File: config.mk
export PLATFORM = sky130hd
export DESIGN_NAME = lsu_mem_master
export DESIGN_NICKNAME = d
export VERILOG_FILES = /design/src/rtl/lsu_mem_master.sv
export SDC_FILE = /design/constraint.sdc
export NUM_CORES = 1
export LEC_CHECK = 0
export CORE_MARGIN = 4
export CORE_UTILIZATION = 29
export CTS_BUF_LIST = sky130_fd_sc_hd__clkbuf_2
export CTS_CLUSTER_DIAMETER = 40
export DETAILED_ROUTE_END_ITERATION = 7
export HOLD_SLACK_MARGIN = 0.08
export SKIP_LAST_GASP = 1
export SLEW_MARGIN = 20
export SYNTH_ARGS = -nofsm -noshare
export SYNTH_HDL_FRONTEND = slang
export SYNTH_SLANG_ARGS = --single-unit
File: constraint.sdc
create_clock -name clk -period 2.55 [get_ports clk]
set_clock_uncertainty 0.1 [all_clocks]
set_input_delay 0.3825 -clock clk [delete_from_list [all_inputs] [get_ports clk]]
set_output_delay 0.3825 -clock clk [all_outputs]
set_load 0.005 [all_outputs]
File: src/rtl/lsu_mem_master.sv
// Load/store unit memory master: one request at a time, sub-word stores done as
// read-modify-write on a word-addressed memory, loads extended to 32 bits.
module lsu_mem_master #(
    parameter int MEM_BYTES = 4096
) (
    input  logic        clk,
    input  logic        rst_n,
    input  logic        req_valid,
    output logic        req_ready,
    input  logic        req_we,
    input  logic [31:0] req_addr,
    input  logic [31:0] req_wdata,
    input  logic [1:0]  req_size,
    input  logic        req_unsigned,
    output logic        resp_valid,
    output logic [31:0] resp_rdata,
    output logic        resp_err,
    output logic [31:0] mem_addr,
    output logic [31:0] mem_wdata,
    output logic        mem_write,
    output logic        mem_read,
    input  logic [31:0] mem_rdata
);
    typedef enum logic [1:0] {IDLE, RD, WR, RESP} state_t;

    state_t      state, state_nxt;
    logic        we_q, uns_q, err_q;
    logic [1:0]  size_q;
    logic [31:0] addr_q, wdata_q, word_q;

    logic        req_bad;
    logic [2:0]  sz_bytes;
    logic [32:0] end_addr;
    logic [31:0] merged, ext;
    logic [7:0]  sel_b;
    logic [15:0] sel_h;

    // Accept-time legality: alignment, illegal size, and range against memory size
    always_comb begin
        req_bad  = 1'b0;
        sz_bytes = 3'd1;
        case (req_size)
            2'b00: sz_bytes = 3'd1;
            2'b01: begin sz_bytes = 3'd2; req_bad = req_addr[0]; end
            2'b10: begin sz_bytes = 3'd4; req_bad = (req_addr[1:0] != 2'b00); end
            default: req_bad = 1'b1;
        endcase
        end_addr = {1'b0, req_addr} + {30'b0, sz_bytes};
        if (end_addr > 33'(MEM_BYTES)) req_bad = 1'b1;
    end

    always_ff @(posedge clk or negedge rst_n) begin
        if (!rst_n) state <= IDLE;
        else        state <= state_nxt;
    end

    always_comb begin
        state_nxt = state;
        case (state)
            IDLE: if (req_valid) begin
                if (req_bad)                         state_nxt = RESP;
                else if (req_we && req_size == 2'b10) state_nxt = WR;
                else                                 state_nxt = RD;
            end
            RD:   state_nxt = we_q ? WR : RESP;
            WR:   state_nxt = RESP;
            RESP: state_nxt = IDLE;
            default: state_nxt = IDLE;
        endcase
    end

    always_ff @(posedge clk or negedge rst_n) begin
        if (!rst_n) begin
            we_q    <= 1'b0;
            uns_q   <= 1'b0;
            err_q   <= 1'b0;
            size_q  <= 2'b00;
            addr_q  <= 32'h0;
            wdata_q <= 32'h0;
            word_q  <= 32'h0;
        end else begin
            if (state == IDLE && req_valid) begin
                we_q    <= req_we;
                uns_q   <= req_unsigned;
                err_q   <= req_bad;
                size_q  <= req_size;
                addr_q  <= req_addr;
                wdata_q <= req_wdata;
            end
            if (state == RD) word_q <= mem_rdata;
        end
    end

    // Lane selection and store merge are little-endian on addr_q[1:0]
    always_comb begin
        sel_b  = word_q[{addr_q[1:0], 3'b000} +: 8];
        sel_h  = addr_q[1] ? word_q[31:16] : word_q[15:0];
        merged = word_q;
        case (size_q)
            2'b00:   merged[{addr_q[1:0], 3'b000} +: 8] = wdata_q[7:0];
            2'b01:   merged[{addr_q[1], 4'b0000} +: 16] = wdata_q[15:0];
            default: merged = wdata_q;
        endcase
        case (size_q)
            2'b00:   ext = uns_q ? {24'h0, sel_b} : {{24{sel_b[7]}}, sel_b};
            2'b01:   ext = uns_q ? {16'h0, sel_h} : {{16{sel_h[15]}}, sel_h};
            default: ext = word_q;
        endcase
    end

    // rst_n gating keeps req_ready low during reset even though state reads IDLE
    assign req_ready  = (state == IDLE) && rst_n;
    assign mem_read   = (state == RD);
    assign mem_write  = (state == WR);
    assign resp_valid = (state == RESP);
    assign resp_err   = (state == RESP) && err_q;
    assign resp_rdata = (state == RESP && !err_q && !we_q) ? ext : 32'h0;
    assign mem_addr   = (state == RD || state == WR) ? {addr_q[31:2], 2'b00} : 32'h0;
    assign mem_wdata  = (state == WR) ? merged : 32'h0;

endmodule

==> flow_metrics.tcl <==
set metrics [dict create \
    post-place-ws_ps -1004 \
    final.min_clock_period_ps 3342 \
    syn_avg_cell_area_sq_um 9.540 \
    wire_per_inst_um 19.36 \
    clk_latency_ps 610 \
    relSlewSlack_pct 61.11 \
    syn_inst 724 \
    clk_pin_slew_ps 270 \
    synth_ff_type "dfrtp_1" \
    maxSlewViolCount 0 \
    grt_max_degree 104 \
    viasPerCell 5.194 \
    area_delta_synth_final_pct 62.41 \
    io_buffers 201 \
    min_from "req_addr[1]" \
    cts_buffer_depth 2 \
    rr_endpoint "word_q[12]$_DFFE_PN0P_" \
    max_freq_mhz 299.2 \
    maxCapViolCount 0 \
    drt_first_pass_iters 5 \
    multi_input_area_sq_um 4662 \
    seqCellArea_sq_um 2579 \
    finalSetupViolCount 80 \
    fin_crit_sh_pct 131.1 \
    utilization_pct 47.79 \
    critPathArrivalTime_ps 2860 \
    reg2regPathDepth 9 \
    place.gp.congestion 0.8896 \
    finalHoldViolations 0 \
    drtIter0Drc 558 \
    ys_seq_area_share_pct 37.32 \
    grt_pass1_wl_mm 40.73 \
    diodes 0 \
    worst_slack_ps -791.9 \
    antenna_left 0 \
    grt_overflow 0 \
    worstReg2RegStart "state[1]$_DFFE_PN0P_" \
    p_per_area_nw_per_um2 1211 \
    clock_sinks 103 \
    ys_seq_elements 103 \
    cts-root-buf "clkbuf_2" \
    hold_path_class "input port to flop" \
    fin_area_sq_um 11220 \
    grt_pass1_vias 7288 \
    post_dp_cell_area_sq_um 10230 \
    die_h_um 162.3 \
    crit_fanout 4 \
    core-area_sq_um 23470 \
    hold-path-endpoint "addr_q[1]$_DFFE_PN0P_" \
    routed_wl_mm 26.72 \
    status "finished with violations" \
    synth_edf_count 0 \
    numCtsBuffers 9 \
    die_w_um 162.3 \
    startpoint_type "flop" \
    worst_ir_drop_vdd_v 0.0005863 \
    required_ps 2070 \
    worst_setup_path_end_kind "output pin" \
    ys_types 68 \
    fill_cells 2195 \
    ioPinCount 204 \
    hpwlAfterDp_mm 18.80 \
    reg2reg_slack_ps 530 \
    syn_area_sq_um 6907 \
    leakage_nw 4.917 \
    cts_tree "yes" \
    h-tree-depth 3 \
    fin_nets 1178 \
    antenna_found_initial 2 \
    drc 0 \
    total_power_mw 13.59 \
    async_reset_ff_share_pct 100.0 \
    worstMarginPinSlew_ps 583.3 \
    drive_gt1_share_pct 48.26 \
    num_vias 7168 \
    yosys_warnings 0 \
    start_util_pct 29.42 \
    violations "negative setup slack" \
    holdPathStages 3 \
    num_rows 56 \
    dieArea_sq_um 26350 \
    rsz0062_at_grt "true" \
    track_usage_pct 19.54 \
    critical_path_class "flop to output pin" \
]
## cell usage in the layout (no fill, tap or decap), types with 9 or more instances in the layout
cell type | Yosys | layout
o21ai_0 | 48 | 40
buf_6 | 1 | 53
mux2i_1 | 19 | 18
mux2_2 | 71 | 71
buf_2 | 1 | 66
buf_4 | 2 | 116
nand2_1 | 58 | 48
nor2b_1 | 25 | 24
a221oi_2 | 0 | 14
and2_1 | 34 | 11
a21oi_1 | 45 | 26
a211oi_1 | 18 | 9
clkbuf_2 | 0 | 15
inv_1 | 36 | 30
a21oi_2 | 2 | 18
nor2_1 | 41 | 31
nand3_1 | 10 | 10
a221oi_1 | 26 | 10
and2_4 | 1 | 24
clkdlybuf4s50_1 | 0 | 98
dfrtp_1 | 103 | 102
buf_12 | 0 | 13
## cell usage after synthesis, types with 3 or more instances
cell	number	share of area (%)
o22ai_1	7	0.63
inv_1	36	2.0
nand2_1	58	3.2
a21oi_1	45	3.3
buf_1	3	0.16
xnor2_1	4	0.51
and3_1	5	0.45
o221a_2	5	0.82
ha_1	17	3.1
mux2i_1	19	2.8
and2_1	34	3.1
o21ai_0	48	3.5
nand2b_1	3	0.27
clkbuf_1	40	2.2
nand3_1	10	0.72
a41oi_1	3	0.38
nand3_2	3	0.43
a222oi_1	8	1.2
o221ai_1	8	1.0
nor3_1	12	0.87
xor2_1	4	0.51
mux2_2	71	12
nand4_1	3	0.27
nor3b_1	3	0.33
a31oi_1	3	0.27
mux4_2	7	2.3
nor4_1	5	0.45
dfrtp_1	103	37
nor2b_1	25	2.3
nor2_1	41	2.2
and4_1	3	0.38
a211oi_1	18	2.0
a221oi_1	26	3.3
## logic make-up after synthesis
logic type      share of synthesized area, %
flops                                  37.32
fa+ha+maj                              3.370
compound gates                         18.90
other cells                          0.05430
xor+xnor                               1.014
buf+inv                                4.855
simple gates                           17.88
mux                                    16.61
## where the power goes
group	total [mW]	internal, mW	leakage (nW)	switching [mW]
clock	0.908	0.327	0.0824	0.581
sequential	3.49	2.45	1.23	1.04
combinational	9.19	4.98	3.60	4.20
## metrics by stage
step	hold WS (ps)	instances	setup TNS, ps
after global placement	357.0	1321	-17130
after detailed placement	362.1	1321	-18040
final	138.8	1380	-37720
after global routing	135.0	1380	-49360
after CTS	124.0	1375	-44880
after floorplan	-13.09	725	-728.0
## flip-flops by register name (all words and copies together), names as in the netlist
| name | flops |
|---|---|
| err_q | 1 |
| wdata_q | 32 |
| state | 2 |
| uns_q | 1 |
| size_q | 2 |
| addr_q | 32 |
| we_q | 1 |
| word_q | 32 |
## how the worst max path moves through the flow
stage                           end                   from  slack [ps]  cells past startpoint
3_5_place_dp   state[1]$_DFFE_PN0P_            req_size[0]       -1000                     13
3_3_place_gp   state[1]$_DFFE_PN0P_            req_size[0]        -970                     13
2_1_floorplan  state[1]$_DFFE_PN0P_            req_size[1]        -280                     10
4_1_cts              resp_rdata[26]  addr_q[1]$_DFFE_PN0P_        -800                     10
5_1_grt               mem_wdata[17]  addr_q[1]$_DFFE_PN0P_        -960                     12
6_report             resp_rdata[10]  addr_q[0]$_DFFE_PN0P_        -790                     15
## metal layers
metal | vias up | share of wire (%) | global-route usage [%]
met5 | - | 0.10 | 0
li1 | 3323 | - | -
met1 | 3520 | 39 | 23.78
met3 | 51 | 7.3 | 4.364
met2 | 270 | 50 | 34.75
met4 | 4 | 3.2 | 5.459
## layout make-up
cell class                 instances  area share [%]
clock buffer                      10          0.4462
clock inverter                     5          0.7362
inverter                          38           1.439
multi-input combinational        537           41.56
sequential                       103           22.99
tap                              319           3.558
timing repair buffer             368           29.27
## critical path: stages, from the launching register on
cell      delay [ps]
dfrtp_1          430
buf_6            110
inv_4             30
buf_6            120
buf_4            140
nor2_4           100
nor2_2            60
o31ai_2          230
inv_2            100
buf_6            130
a21oi_4          160
buf_6            120
buf_6             80
nor2_2            30
a211oi_2         250
buf_2            170
## repair_timing
action,in CTS,in global routing
setup buffers,43,11
pin swaps,57,54
resized for setup,440,163
endpoints found under the setup margin,99,99
endpoints found under the hold margin,103,3
hold buffers,1,3
cloned,3,1
No activity file was read; power rests on OpenSTA's default activity.
